==> src/rtl/esn_load_sequencer_if.sv <==
// Host-side valid/ready word stream feeding esn_load_sequencer.
// The master (host) drives data/valid; the slave (sequencer) drives ready.
interface esn_load_sequencer_if #(
  parameter int bit_length = 32
);
  logic [bit_length-1:0] s_data;
  logic                  s_valid;
  logic                  s_ready;

  modport master (output s_data, output s_valid, input s_ready);
  modport slave  (input s_data, input s_valid, output s_ready);
endinterface

==> src/rtl/esn_load_sequencer.sv <==
// Loads host words into the five ESN SRAM regions, then runs the core for a fixed window.
// Optional LOAD_CHECKSUM_EN macro enables the running XOR checksum of accepted words.
module esn_load_sequencer #(
  parameter int bit_length       = 32,
  parameter int addr_length_heap = 10,
  parameter int node_num         = 1000,
  parameter int run_cycles       = 6000
) (
  input  logic                        clk,
  input  logic                        nrst,
  input  logic                        start,
  input  logic                        abort,
  esn_load_sequencer_if.slave         host,
  output logic [bit_length-1:0]       Data_in,
  output logic [addr_length_heap-1:0] addr_inSRAM_offchip,
  output logic [2:0]                  SEL_SRAM_input,
  output logic                        EN_system_n,
  output logic                        busy,
  output logic                        done,
  output logic [bit_length-1:0]       checksum
);

  localparam int CNT_W = $clog2(run_cycles + 1);
  localparam logic [addr_length_heap-1:0] ADDR_LAST = addr_length_heap'(node_num - 1);
  localparam logic [2:0] LAST_REGION = 3'd4;

  typedef enum logic [1:0] {IDLE, LOAD, RUN} state_t;

  state_t                      state, state_next;
  logic [2:0]                  region, region_next;
  logic [addr_length_heap-1:0] addr, addr_next;
  logic [CNT_W-1:0]            cnt, cnt_next;
  logic [2:0]                  sel_next;
  logic                        en_n_next;
  logic                        done_next;
  logic                        beat;

  always_comb begin
    state_next   = state;
    region_next  = region;
    addr_next    = addr;
    cnt_next     = cnt;
    sel_next     = '0;
    en_n_next    = 1'b1;
    done_next    = 1'b0;
    host.s_ready = (state == LOAD) && !abort;
    beat         = host.s_valid && host.s_ready;

    if (abort) begin
      state_next  = IDLE;
      region_next = '0;
      addr_next   = '0;
      cnt_next    = '0;
    end else begin
      case (state)
        IDLE: begin
          if (start) begin
            state_next  = LOAD;
            region_next = '0;
            addr_next   = '0;
          end
        end
        LOAD: begin
          if (beat) begin
            sel_next = region + 3'd1;
            if (addr == ADDR_LAST) begin
              addr_next = '0;
              if (region == LAST_REGION) begin
                region_next = '0;
                state_next  = RUN;
                cnt_next    = CNT_W'(run_cycles);
              end else begin
                region_next = region + 3'd1;
              end
            end else begin
              addr_next = addr + 1'b1;
            end
          end
        end
        RUN: begin
          // Enable is registered, so the window starts one cycle after entering RUN
          // and the zero-count cycle produces done with the enable released.
          if (cnt == '0) begin
            state_next = IDLE;
            done_next  = 1'b1;
          end else begin
            en_n_next = 1'b0;
            cnt_next  = cnt - 1'b1;
          end
        end
        default: state_next = IDLE;
      endcase
    end
  end

  always_ff @(posedge clk or negedge nrst) begin
    if (!nrst) begin
      state               <= IDLE;
      region              <= '0;
      addr                <= '0;
      cnt                 <= '0;
      Data_in             <= '0;
      addr_inSRAM_offchip <= '0;
      SEL_SRAM_input      <= '0;
      EN_system_n         <= 1'b1;
      done                <= 1'b0;
    end else begin
      state          <= state_next;
      region         <= region_next;
      addr           <= addr_next;
      cnt            <= cnt_next;
      SEL_SRAM_input <= sel_next;
      EN_system_n    <= en_n_next;
      done           <= done_next;
      if (beat) begin
        Data_in             <= host.s_data;
        addr_inSRAM_offchip <= addr;
      end
    end
  end

  assign busy = (state != IDLE);

`ifdef LOAD_CHECKSUM_EN
  logic [bit_length-1:0] acc;

  always_ff @(posedge clk or negedge nrst) begin
    if (!nrst) begin
      acc <= '0;
    end else if (abort || (state == IDLE && start)) begin
      acc <= '0;
    end else if (beat) begin
      acc <= acc ^ host.s_data;
    end
  end

  assign checksum = acc;
`else
  assign checksum = '0;
`endif

endmodule

==> src/flat_wrapper.sv <==
// flat-port wrapper written by rule: the top's interface ports become plain ports
module esn_load_sequencer_flat 
#(
  parameter int bit_length       = 32,
  parameter int addr_length_heap = 10,
  parameter int node_num         = 1000,
  parameter int run_cycles       = 6000
)
  (clk, nrst, start, abort, Data_in, addr_inSRAM_offchip, SEL_SRAM_input, EN_system_n, busy, done, checksum, host_s_data, host_s_valid, host_s_ready);
  esn_load_sequencer_if #(.bit_length(bit_length)) host_i ();
  input  logic clk;
  input  logic nrst;
  input  logic start;
  input  logic abort;
  output logic [bit_length-1:0] Data_in;
  output logic [addr_length_heap-1:0] addr_inSRAM_offchip;
  output logic [2:0] SEL_SRAM_input;
  output logic EN_system_n;
  output logic busy;
  output logic done;
  output logic [bit_length-1:0] checksum;
  input wire logic [$bits(host_i.s_data)-1:0] host_s_data;
  input wire logic [$bits(host_i.s_valid)-1:0] host_s_valid;
  output wire logic [$bits(host_i.s_ready)-1:0] host_s_ready;
  assign host_i.s_data = host_s_data;
  assign host_i.s_valid = host_s_valid;
  assign host_s_ready = host_i.s_ready;
  esn_load_sequencer #(.bit_length(bit_length), .addr_length_heap(addr_length_heap), .node_num(node_num), .run_cycles(run_cycles)) u_core (.clk(clk), .nrst(nrst), .start(start), .abort(abort), .host(host_i), .Data_in(Data_in), .addr_inSRAM_offchip(addr_inSRAM_offchip), .SEL_SRAM_input(SEL_SRAM_input), .EN_system_n(EN_system_n), .busy(busy), .done(done), .checksum(checksum));
endmodule
==> config.mk <==
export PLATFORM = sky130hd
export DESIGN_NAME = esn_load_sequencer_flat
export DESIGN_NICKNAME = d
export VERILOG_FILES = /design/src/rtl/esn_load_sequencer_if.sv /design/src/rtl/esn_load_sequencer.sv /design/src/flat_wrapper.sv
export SDC_FILE = /design/constraint.sdc
export NUM_CORES = 1
export LEC_CHECK = 0
export BUFFER_PORTS_ARGS = -buffer_cell sky130_fd_sc_hd__buf_2
export CORE_MARGIN = 2
export CORE_UTILIZATION = 51
export DETAILED_ROUTE_END_ITERATION = 16
export PLACE_DENSITY = 0.8
export SLEW_MARGIN = 0
export SYNTH_ARGS = -nofsm -noshare
export SYNTH_HDL_FRONTEND = slang
export SYNTH_SLANG_ARGS = --single-unit
==> constraint.sdc <==
create_clock -name clk -period 2.3 [get_ports clk]
set_input_delay 0.23 -clock clk [delete_from_list [all_inputs] [get_ports clk]]
set_output_delay 0.23 -clock clk [all_outputs]
set_load 0.02 [all_outputs]
==> results.toml <==
[timing]
drv_slew = 0
timing.fmax_ghz = 0.4573
setup_viol = 0
hold_viol = 0
fin_ws_ps = 113.2
relSlewSlack_pct = 56.55
tightest_slew_ps = 645.8
timing.final.crit_share_pct = 95.08
fin_crit_ps = 2187
fin_worst_skew_ps = 12.65
hold-worst-slack_ps = 116.4
rsz0062_at_grt = "false"
finalSetupTns_ps = 0

[clock_network]
cts_resized = 0
cts.sinks = 75
h-tree-depth = 3
postCtsSetupRepairBufs = 0
clockBufferDepth = 2
cts_tree = "done"
clk_pin_slew_ps = 80
clock_latency_ps = 340
ctsHoldBuffers = 1
root_buffer = "clkbuf_8"
cts_buffers = 9

[floorplanning]
dieWidth_um = 89.26
fp.dieH_um = 89.26
ioPinCount = 118
die-area_mm2 = 0.007967
core_mm2 = 0.007137
row_count = 31
initial_core_util_pct = 51.95

[grt]
grt_max_degree = 45
grtUsageTotal_pct = 19.36
grt-ovfl-total = 0
grt_pass1_wl_um = 11990
first_global_vias = 2582
grt_antenna_before_repair = 0

[placement]
place_ws_ps = 152.0
gp_congestion = 0.8906
io_buffers = 85
hpwl_um = 5514
dp.cells = 500
place_area_mm2 = 0.004163

[finish]
fin_cells = 517
regArea_mm2 = 0.001878
nFillCells = 611
final_area_mm2 = 0.004369
final_core_util_pct = 61.22
layout_common_cells = "buf_2 (85), dfrtp_1 (74), mux2_2 (43)"
drive_gt1_share_pct = 39.23
multi_input_area_mm2 = 0.001614
nets = 455
syn_to_final_growth_pct = 17.85
mostFrequentLayoutCell = "buf_2"
antennaDiodeCount = 0

[yosys]
synthAdderAreaFrac_pct = 1.687
synth-compound-area-share_pct = 9.112
avgSynthCellArea_um2 = 11.62
ys_seq_area_share_pct = 50.66
synth-edff-count = 0
muxShareOfSynthArea_pct = 14.14
synth_cell_type_count = 55
synthCells = 319
synth_top_family_by_area = "simple AND/OR/NAND/NOR gates"
yosys.area_share.simple_pct = 15.12
synthArstFlopShare_pct = 100.0
synth_area_mm2 = 0.003707
synthFlopType = "dfrtp_1"
synth-xor-area-share_pct = 0.2362
yosysWarnings = 0
synth-seq-cells = 75

[worst_setup_path]
cpPeakStageDelay_ps = 570
critical_path_required_ps = 2540
path_max_fanout = 8
cp_cell_sequence = "ha_1 -> nand3_1 -> or4_4 -> a21o_4 -> a2111oi_4"
critPathArrivalTime_ps = 2430
path_delay_family = "simple AND/OR/NAND/NOR gates"
r2r_end = "u_core.cnt[10]"
r2r_setup_slack_ps = 110
cp_num_buf_inv = 0
end_kind = "flip-flop"
slowest_stage = "or4_4"
path_class = "flip-flop to flip-flop"
crit_path_start_kind = "flip-flop"
r2r_start = "u_core.addr[0]"
r2r_cells = 5

[power_and_ir_drop]
vdd_drop_max_v = 0.0003276
leakagePower_nw = 2.195
cellPowerDensity_mw_per_mm2 = 865.2
p_total_mw = 3.780

[outcome]
status = "completed"

[min_path]
holdPathEnd = "u_core.Data_in[27]"
hold_path.class = "input port to flip-flop"
min_from = "host_s_data[27]"
holdPathStages = 2

[run]
maxCapViolCount = 0

[route]
num_vias = 2779
drt_pass1_iterations = 5
drtIter0Drc = 174
routed_wl_um = 7596
post_drt_wl_per_cell_um = 14.69
drc = 0
routed_via_density = 5.375
drtAntennaViolNets = 0
per-layer routing:
layer	routed length, um	share of wire (%)	global-route usage (%)
met4	71	0.93	6.513
met2	3830	50	32.79
met1	3251	43	24.64
met5	0	0	0
met3	442	5.8	4.247
cell usage after synthesis (all sizes together), types with 2 or more instances:
library cell / instances / area [um2]
nand2: 20 / 77.58
nor2b: 2 / 12.51
nor4b: 3 / 26.28
or4: 4 / 33.78
a211o: 4 / 35.03
nor4: 9 / 62.56
o311ai: 3 / 26.28
o211ai: 3 / 22.52
mux2: 43 / 484.2
nor3: 6 / 30.03
and4: 2 / 17.52
a2111oi: 2 / 36.29
clkbuf: 4 / 15.01
ha: 5 / 62.56
nand2b: 2 / 12.51
a31oi: 2 / 12.51
mux2i: 4 / 40.04
nor2: 10 / 37.54
dfrtp: 74 / 1852
a22o: 3 / 26.28
or3: 2 / 12.51
nand3: 10 / 50.05
nand3b: 3 / 22.52
o31ai: 5 / 42.54
a21oi: 6 / 30.03
a21o: 3 / 30.02
nor3b: 4 / 30.03
nand4: 5 / 31.28
o21ai: 7 / 35.03
and3: 6 / 37.54
inv: 9 / 33.78
buf: 40 / 282.8
how the worst max path moves through the flow:
stage | startpoint | endpoint | depth (start not counted)
after global routing | u_core.addr[0] | u_core.cnt[10] | 5
after floorplan | u_core.region[0] | u_core.cnt[10] | 6
after CTS | u_core.addr[1] | u_core.cnt[10] | 5
after global placement | u_core.region[0] | u_core.cnt[10] | 6
after detailed placement | u_core.addr[1] | u_core.cnt[10] | 5
final | u_core.addr[0] | u_core.cnt[10] | 5
kinds of logic (layout without fill, tap and decap cells):
group           Yosys count  after routing
mux                      47             47
fa+ha+maj                 5              5
buf+inv                  53            121
other cells               1             32
flops                    75             75
simple gates             94             94
xor+xnor                  1              1
compound gates           43             43
layout make-up:
class	count	area share, %
clock buffer	12	3.780
clock inverter	4	0.7159
inverter	9	0.7732
multi-input combinational	222	36.94
sequential	75	42.98
tap	99	2.835
timing repair buffer	96	11.97
flip-flops by register name, indices dropped and copies added (netlist names):
name                        flops
u_core.done                     1
u_core.cnt                     13
u_core.region                   3
u_core.SEL_SRAM_input           3
u_core.state                    2
u_core.EN_system_n              1
u_core.addr                    10
u_core.Data_in                 32
u_core.addr_inSRAM_offchip     10
worst reg2reg max path: cells and delay by family, from the launching register on:
kind            cells  cell delay, ps
simple gates        2             840
compound gates      2             600
flops               1             400
fa+ha+maj           1             250
where the power goes:
| group | total (mW) | switching [mW] | leakage, nW | internal [mW] |
|---|---|---|---|---|
| combinational | 1.12 | 0.668 | 1.14 | 0.450 |
| sequential | 1.69 | 0.137 | 0.968 | 1.55 |
| clock | 0.970 | 0.486 | 0.0913 | 0.484 |
No activity file was read; power rests on OpenSTA's default activity.
